==> config.mk <==
export PLATFORM = sky130hd
export DESIGN_NAME = datapath_ctrl
export DESIGN_NICKNAME = d
export VERILOG_FILES = /design/src/rtl/ctrl_pkg.sv /design/src/rtl/ctrl_decode.sv /design/src/rtl/datapath_ctrl.sv
export SDC_FILE = /design/constraint.sdc
export NUM_CORES = 1
export LEC_CHECK = 0
export BUFFER_PORTS_ARGS = -buffer_cell sky130_fd_sc_hd__buf_2
export CELL_PAD_IN_SITES_DETAIL_PLACEMENT = 1
export CELL_PAD_IN_SITES_GLOBAL_PLACEMENT = 2
export CORE_MARGIN = 3
export CORE_UTILIZATION = 30
export DETAILED_ROUTE_END_ITERATION = 6
export GPL_TIMING_DRIVEN = 0
export PLACE_DENSITY_LB_ADDON = 0.1
export SLEW_MARGIN = 0
export SYNTH_ARGS = -nofsm -noshare
export SYNTH_HDL_FRONTEND = slang
export SYNTH_SLANG_ARGS = --single-unit
==> constraint.sdc <==
create_clock -name clk -period 3.26 [get_ports clk]
set_clock_uncertainty 0.2 [all_clocks]
set_input_delay 0.652 -clock clk [delete_from_list [all_inputs] [get_ports clk]]
set_output_delay 0.652 -clock clk [all_outputs]
set_load 0.02 [all_outputs]
==> src/rtl/ctrl_pkg.sv <==
// Shared controller types: state enum, opcode/op codes, nsel/vsel encodings.
// DATAPATH_CTRL_TRAP_EN: illegal instructions halt with err until reset.
package ctrl_pkg;

  typedef enum logic [2:0] {
    S_WAIT,
    S_DECODE,
    S_GET_A,
    S_GET_B,
    S_EXEC,
    S_WR_RD,
    S_WR_IMM,
    S_HALT
  } state_t;

  localparam logic [2:0] OPC_MOV = 3'b110;
  localparam logic [2:0] OPC_ALU = 3'b101;

  localparam logic [1:0] OP_MOV_IMM = 2'b10;
  localparam logic [1:0] OP_MOV_REG = 2'b00;
  localparam logic [1:0] OP_CMP     = 2'b01;
  localparam logic [1:0] OP_MVN     = 2'b11;

  localparam logic [2:0] NSEL_NONE = 3'b000;
  localparam logic [2:0] NSEL_RN   = 3'b001;
  localparam logic [2:0] NSEL_RD   = 3'b010;
  localparam logic [2:0] NSEL_RM   = 3'b100;

  localparam logic [1:0] VSEL_C   = 2'b00;
  localparam logic [1:0] VSEL_IMM = 2'b10;

`ifdef DATAPATH_CTRL_TRAP_EN
  localparam logic TRAP_EN = 1'b1;
`else
  localparam logic TRAP_EN = 1'b0;
`endif

  typedef struct packed {
    logic mov_imm;
    logic mov_reg;
    logic alu;
    logic cmp;
    logic mvn;
    logic legal;
  } dec_t;

  typedef struct packed {
    logic [2:0] nsel;
    logic [1:0] vsel;
    logic       loada;
    logic       loadb;
    logic       loadc;
    logic       loads;
    logic       asel;
    logic       bsel;
    logic       write;
    logic [1:0] aluop;
    logic       w;
    logic       err;
  } ctrl_out_t;

  function automatic ctrl_out_t out_decode(
    input state_t     st,
    input logic       mov_reg,
    input logic       cmp,
    input logic [1:0] op
  );
    ctrl_out_t o;
    o = '0;
    o.nsel = NSEL_NONE;
    o.vsel = VSEL_C;
    unique case (st)
      S_WAIT:   o.w = 1'b1;
      S_DECODE: o.w = 1'b0;
      S_GET_A: begin
        o.nsel  = NSEL_RN;
        o.loada = 1'b1;
      end
      S_GET_B: begin
        o.nsel  = NSEL_RM;
        o.loadb = 1'b1;
      end
      S_EXEC: begin
        o.aluop = op;
        o.asel  = mov_reg;
        o.loads = cmp;
        o.loadc = ~cmp;
      end
      S_WR_RD: begin
        o.nsel  = NSEL_RD;
        o.vsel  = VSEL_C;
        o.write = 1'b1;
      end
      S_WR_IMM: begin
        o.nsel  = NSEL_RN;
        o.vsel  = VSEL_IMM;
        o.write = 1'b1;
      end
      S_HALT:   o.err = TRAP_EN;
    endcase
    return o;
  endfunction

endpackage

==> src/rtl/ctrl_decode.sv <==
// Instruction classifier: opcode/op to class flags plus legal bit.
// Purely combinational; feeds the controller FSM.
module ctrl_decode
  import ctrl_pkg::*;
(
  input  logic [2:0] opcode,
  input  logic [1:0] op,
  output dec_t       dec
);

  always_comb begin
    dec         = '0;
    dec.alu     = (opcode == OPC_ALU);
    dec.mov_imm = (opcode == OPC_MOV) && (op == OP_MOV_IMM);
    dec.mov_reg = (opcode == OPC_MOV) && (op == OP_MOV_REG);
    dec.cmp     = dec.alu && (op == OP_CMP);
    dec.mvn     = dec.alu && (op == OP_MVN);
    dec.legal   = dec.alu | dec.mov_imm | dec.mov_reg;
  end

endmodule

==> src/rtl/datapath_ctrl.sv <==
// Moore controller for the MOV/ALU datapath; outputs registered from next state.
// DATAPATH_CTRL_TRAP_EN (via ctrl_pkg) routes illegal instructions to HALT.
module datapath_ctrl
  import ctrl_pkg::*;
(
  input  logic       clk,
  input  logic       reset_n,
  input  logic       s,
  input  logic [2:0] opcode,
  input  logic [1:0] op,
  output logic [2:0] nsel,
  output logic [1:0] vsel,
  output logic       loada,
  output logic       loadb,
  output logic       loadc,
  output logic       loads,
  output logic       asel,
  output logic       bsel,
  output logic       write,
  output logic [1:0] aluop,
  output logic       w,
  output logic       err
);

  state_t    state_q, state_d;
  ctrl_out_t out_q, out_d;
  dec_t      dec;

  ctrl_decode u_dec (
    .opcode (opcode),
    .op     (op),
    .dec    (dec)
  );

  always_comb begin
    state_d = state_q;
    unique case (state_q)
      S_WAIT:   if (s) state_d = S_DECODE;
      S_DECODE: begin
        unique case (1'b1)
          !dec.legal:          state_d = TRAP_EN ? S_HALT : S_WAIT;
          dec.mov_imm:         state_d = S_WR_IMM;
          dec.mov_reg,dec.mvn: state_d = S_GET_B;
          default:             state_d = S_GET_A;
        endcase
      end
      S_GET_A:  state_d = S_GET_B;
      S_GET_B:  state_d = S_EXEC;
      S_EXEC:   state_d = dec.cmp ? S_WAIT : S_WR_RD;
      S_WR_RD:  state_d = S_WAIT;
      S_WR_IMM: state_d = S_WAIT;
      S_HALT:   state_d = S_HALT;
    endcase
    // Decoding the next state lets outputs come straight from flops.
    out_d = out_decode(state_d, dec.mov_reg, dec.cmp, op);
  end

  always_ff @(posedge clk) begin
    if (!reset_n) begin
      state_q <= S_WAIT;
      out_q   <= out_decode(S_WAIT, 1'b0, 1'b0, 2'b00);
    end else begin
      state_q <= state_d;
      out_q   <= out_d;
    end
  end

  assign nsel  = out_q.nsel;
  assign vsel  = out_q.vsel;
  assign loada = out_q.loada;
  assign loadb = out_q.loadb;
  assign loadc = out_q.loadc;
  assign loads = out_q.loads;
  assign asel  = out_q.asel;
  assign bsel  = out_q.bsel;
  assign write = out_q.write;
  assign aluop = out_q.aluop;
  assign w     = out_q.w;
  assign err   = out_q.err;

endmodule

==> reports/results.txt, run 1 <==
Initial Util: 0.3249
DRC Markers: 0
Avg WL per Cell: 10.69 um
Die ar.: 2787 um^2
First-pass DRT Iterations: 2
Cell area after synthesis: 656.9 um^2
Fin Hold WS: 388.7 ps
Prevailing post-synth register cell: dfxtp_1
Gr ovfl total: 0
Switching pwr: 0.00008820 W
FFs w/ async S/R, synth: 0
Area delta synth->final: 27.05%
Final Setup Violations: 0
Number of global-route vias before repair: 483
Finished Core Util: 0.4127
Slew Viols, Final: 0
Mapped Avg Cell Area: 10.59 um^2
CP max stage cell: a2111oi_4
IO Count: 24
Vias post-DR: 496
Num CTS Buffers: 3
Die extent in y: 52.80 um
Post-route ant nets: 0
Yosys Warn Count: 0
Startpoint Class: primary input
Max-Cap Viols: 0
Register area share after synthesis: 0.4876
Xor and xnor area share after synthesis: 0.01333
Die span in x: 52.80 um
Mux cell area share after synthesis: 0.01524
Quantity of hold-fixing buffers added after cts: 0
Clock power frac: 0.343
Cells along the critical path: buf_2 > and4bb_1 > a211oi_2 > a2111oi_4 > nor3b_4 > nor3b_2
Switching Fraction: 0.2358
Area of the core: 2022 um^2
Status: finished clean
DR vias/cell: 4.313
Synth area leaders: dfxtp_1 (49%), a2111oi_4 (4.2%), and3_1 (3.8%), nor3b_2 (3.8%), buf_4 (3.4%)
RSZ-0062 raised after global routing: false
Final WL: 1.229 mm
Post-synthesis compound-gate area fraction: 0.1371
Critical path data arrival time: 2250 ps
Initial DRC Count: 1
Final Hold Fails: 0
Largest net degree at the start of global routing: 10
Commonest non-fill, non-tap cells in the layout: buf_2 (20), dfxtp_1 (16)
Yosys top cell by area: dfxtp_1
Top-area cell type share of the netlist area: 0.4876
Post-CTS Setup Bufs: 0
Layout cell share with drive strength beyond 1: 0.3864
Worst-margin pin slew: 536.3 ps
Final Cycle Share: 0.6848
Area share of fa/ha/maj cells after synthesis: 0
Leakage dissipation: 0.4157 nW
Fin crit period: 2232 ps
Clock buffer depth: 2
Initial antenna violation count: 0
Resize count post-CTS: 0
Clock Latency Late Sink: 280 ps
CP delay by family, top: simple AND/OR/NAND/NOR gates
Share of power burned in registers: 0.537
Worst path required time: 3270 ps
DP Worst Slack: 714.0 ps
CP bufs+invs: 1
Main combinational cell family by area after synthesis: simple AND/OR/NAND/NOR gates
Clk root buf: clkbuf_4
Peak VDD IR: 0.2397 mV
Crit path max fanout: 8
Fmax: 0.4479 GHz
Simple logic cell fraction of the synthesized area: 0.2838
Input/output buffers: 20
Synth cell types: 27
Combinational group share of total power: 0.120
Tot GR Track Use: 0.1057
Clock slew at reported path FFs: 90 ps
H-tree Lvls: 1
RePlAce Congestion: 0.7384
Setup ws final: 1028 ps
Crit-path max cell delay: 510 ps
First-pass GRT wire length: 2.049 mm
Crit. End Element: flop
Crit path kind: primary input to flop
# rows: 16
Slew headroom: 0.6417
P_int: 0.0002858 W
TritonCTS clock tree: built
Post-synth EDFFs: 0
Yosys reg bits: 16
Antenna diodes: 0
Nets@finish: 97
CTS sink count: 16
Cells after Synth: 62
Commonest non-fill, non-tap cell in the layout: buf_2
Hold WC Path Type: primary input to flop
PD cells: 448.2 nW/um^2
Setup Total Neg Slack: 0 ps
-- through the flow --
stage / instance area [um^2] / instances / total power (W)
global route: 834.6 / 115 / 0.0003932
CTS: 834.6 / 115 / 0.0003818
finish: 834.6 / 115 / 0.0003740
floorplan: 664.4 / 64 / 0.0002370
global placement: 798.3 / 111 / 0.0002502
detailed placement: 798.3 / 111 / 0.0002503
-- worst reg2reg max path: cells and delay by family, from the launching register on --
kind,cells,cell delay [ps]
AO/OA/AOI/OAI,1,420
flip-flops,1,340
AND/OR/NAND/NOR,4,950
-- final timing paths --
kind                                            to             startpoint  depth (start not counted)  slack [ps]
worst max-delay path               asel$_SDFF_PN0_                  op[1]                          6        1030
worst min-delay path                  w$_SDFF_PN1_                reset_n                          2         390
worst max register to register     asel$_SDFF_PN0_  state_q[2]$_SDFF_PN0_                          5        1270
worst min register to register  nsel[2]$_SDFF_PN0_  state_q[0]$_SDFF_PN0_                          3         450
-- power by group through the flow --
| stage | Sequential (W) | Combinational (W) | Clock [W] |
|---|---|---|---|
| after floorplan | 0.000208 | 0.0000285 | 0 |
| after global placement | 0.000206 | 0.0000446 | 0 |
| after detailed placement | 0.000206 | 0.0000447 | 0 |
| after CTS | 0.000201 | 0.0000450 | 0.000136 |
| after global routing | 0.000202 | 0.0000492 | 0.000142 |
| final | 0.000201 | 0.0000448 | 0.000128 |
-- final cells by class --
cell class                 instances  area (um^2)
fill                             247         1187
sequential                        16        320.3
multi-input combinational         41        306.5
timing repair buffer              20        100.1
clock buffer                       4        36.28
tap                               27        33.78
buffer                             3        22.52
inverter                           4        15.01
-- cells in the mapped netlist (2+ instances only) --
library cell,count
nor2_1,4
and2_1,2
buf_4,3
nand2_1,4
o21ai_0,2
inv_1,4
nor3b_2,2
nand2b_1,3
nor4_1,2
dfxtp_1,16
and3_1,4
-- logic make-up (layout without fill, tap and decap cells) --
family / after synthesis / count (layout)
AOI/OAI and AO/OA: 9 / 9
xor gates and xnor gates: 1 / 1
buffers and inverters: 7 / 31
DFF: 16 / 16
muxes: 1 / 1
other: 1 / 3
and+or+nand+nor: 27 / 27
-- per-layer routing --
layer | global-route usage | vias up | wire length [um]
li1 | - | 262 | -
met1 | 0.1100 | 216 | 559
met2 | 0.1756 | 14 | 552
met3 | 0.04274 | 4 | 89
met4 | 0.06383 | 0 | 28
met5 | 0 | - | 0
-- sequential cells by signal, indices dropped and copies added (netlist names) --
register  count
nsel          3
state_q       3
aluop         2
asel          1
loada         1
loadb         1
loadc         1
loads         1
vsel          1
w             1
write         1
No activity file was read; power rests on OpenSTA's default activity.
==> inputs of run 2 (changes only) <==
Settings changed: CORE_UTILIZATION 30 to 27.
Clock period 3.26 ns to 2.28 ns, I/O delays scaled along.
==> reports/results.txt, run 2 (same netlist as run 1, synthesis figures left out) <==
Final WL: 1.232 mm (+0.24%)
Clock power frac: 0.341 (-0.002)
DR vias/cell: 4.284 (-0.66%)
Number of global-route vias before repair: 507 (+5.0%)
Resize count post-CTS: 0 (unchanged)
First-pass DRT Iterations: 2 (unchanged)
Leakage dissipation: 0.4157 nW (unchanged)
Num CTS Buffers: 3 (unchanged)
Initial DRC Count: 6 (+5)
Hold path depth: 2 (unchanged)
Switching pwr: 0.0001231 W (+40%)
Final Hold Fails: 0 (unchanged)
Die ar.: 3061 um^2 (+9.8%)
Area of the core: 2255 um^2 (+12%)
Crit path kind: primary input to flop
Dpl hpwl: 1.009 mm
PD cells: 636.3 nW/um^2 (+42%)
Area delta synth->final: 27.24%
Antenna diodes: 0 (unchanged)
Avg WL per Cell: 10.62 um (-0.62%)
DRC Markers: 0 (unchanged)
Post-CTS Setup Bufs: 0 (unchanged)
Final Setup Violations: 0 (unchanged)
Largest net degree at the start of global routing: 10 (unchanged)
H-tree Lvls: 1 (unchanged)
Fin crit period: 2080 ps
Critical path data arrival time: 2100 ps (-150 ps)
Reg2Reg Setup Slack: 320 ps (-950 ps)
Clock slew at reported path FFs: 90 ps (about the same)
Nets@finish: 97 (unchanged)
Clock Latency Late Sink: 280 ps (about the same)
Post-route ant nets: 0 (unchanged)
P_int: 0.0004087 W (+43%)
Slew Viols, Final: 0 (unchanged)
Slew headroom: 0.6586 (+0.01690)
Placed Cells: 112 (+0.90%)
Setup Total Neg Slack: 0 ps (unchanged)
Max-Cap Viols: 0 (unchanged)
Peak VDD IR: 0.3510 mV (+46%)
End of the critical path: asel$_SDFF_PN0_
Area of placed instances: 799.5 um^2 (+0.16%)
First-pass GRT wire length: 2.235 mm (+9.1%)
Cell area after layout: 835.8 um^2 (+0.15%)
Fmax: 0.4809 GHz
Startpoint Class: primary input
Final Cycle Share: 0.9121
Commonest non-fill, non-tap cells in the layout: buf_2 (20), dfxtp_1 (16)
R2R Path Start: state_q[2]$_SDFF_PN0_
Critical path origin: opcode[0]
Share of power burned in registers: 0.540 (+0.003)
# rows: 17 (+1)
Crit path max fanout: 5 (-3)
Clk root buf: clkbuf_4
Initial Util: 0.2913 (-0.03353)
Clock buffer depth: 2 (unchanged)
Vias post-DR: 497 (+0.20%)
Input/output buffers: 20 (unchanged)
RSZ-0062 raised after global routing: false
TritonCTS clock tree: built
Quantity of hold-fixing buffers added after cts: 0 (unchanged)
Layout cell share with drive strength beyond 1: 0.3864 (unchanged)
Die span in x: 55.33 um (+4.8%)
Initial antenna violation count: 0 (unchanged)
CTS sink count: 16 (unchanged)
Gr ovfl total: 0 (unchanged)
Tot GR Track Use: 0.09337 (-0.01230)
Die extent in y: 55.33 um (+4.8%)
Worst-margin pin slew: 512.1 ps (-24.19 ps)
Switching Fraction: 0.2315 (-0.004303)
RePlAce Congestion: 0.7411 (+0.37%)
Worst path required time: 2300 ps (-970 ps)
IO Count: 24 (unchanged)
Finished Core Util: 0.3707 (-0.04205)
Reg2Reg Capture Point: asel$_SDFF_PN0_
Crit. End Element: flop
Combinational group share of total power: 0.119 (about the same)
Final Instance Count excl. Fillers: 116 (+0.87%)
Hold WC Path Type: primary input to flop
Reg2Reg Depth: 5 (unchanged)
Status: finished clean
Commonest non-fill, non-tap cell in the layout: buf_2
[run 2: cell counts in the layout (fill, tap and decap cells not counted)]
No cell type changed its count.
[run 2: worst min-delay path by stage]
stage / start / endpoint / slack [ps]
global placement: state_q[0]$_SDFF_PN0_ / nsel[2]$_SDFF_PN0_ / 450
detailed placement: state_q[0]$_SDFF_PN0_ / loadb$_SDFF_PN0_ / 460
floorplan: reset_n / w$_SDFF_PN1_ / 330
CTS: reset_n / w$_SDFF_PN1_ / 180
finish: reset_n / w$_SDFF_PN1_ / 190
global route: reset_n / w$_SDFF_PN1_ / 200
[run 2: critical path, cell delays in order]
cell,delay [ps]
buf_2,120
or3b_4,420
o31ai_2,410
o21ai_1,230
nor3b_4,270
nor3b_2,180
[run 2: cell type report]
class                      count  area, um^2
timing repair buffer          20       100.1
sequential                    16       320.3
buffer                         3       22.52
fill                         298        1419
multi-input combinational     41       306.5
tap                           28       35.03
clock buffer                   4       36.28
inverter                       4       15.01
[run 2: through the flow]
stage	setup WS [ps]	hold WS, ps	total power, W
final	200.5	190.4	0.0005318
after global routing	112.8	197.1	0.0005628
after CTS	221.5	178.8	0.0005436
after detailed placement	-82.46	460.2	0.0003578
after global placement	-77.82	451.3	0.0003579
after floorplan	250.9	332.2	0.0003388
[run 2: power groups by stage]
stage          combinational [W]  clock (W)  sequential, W
3_5_place_dp           0.0000637          0       0.000294
2_1_floorplan          0.0000407          0       0.000298
4_1_cts                0.0000639   0.000192       0.000288
3_3_place_gp           0.0000641          0       0.000294
6_report               0.0000633   0.000181       0.000287
5_1_grt                0.0000710   0.000203       0.000288
[run 2: per-layer routing]
layer | vias up | track usage | part of all wire
li1 | 260 | - | -
met1 | 220 | 0.1166 | 0.46
met2 | 13 | 0.1351 | 0.45
met3 | 4 | 0.03738 | 0.059
met4 | 0 | 0.05208 | 0.027
met5 | - | 0 | 0
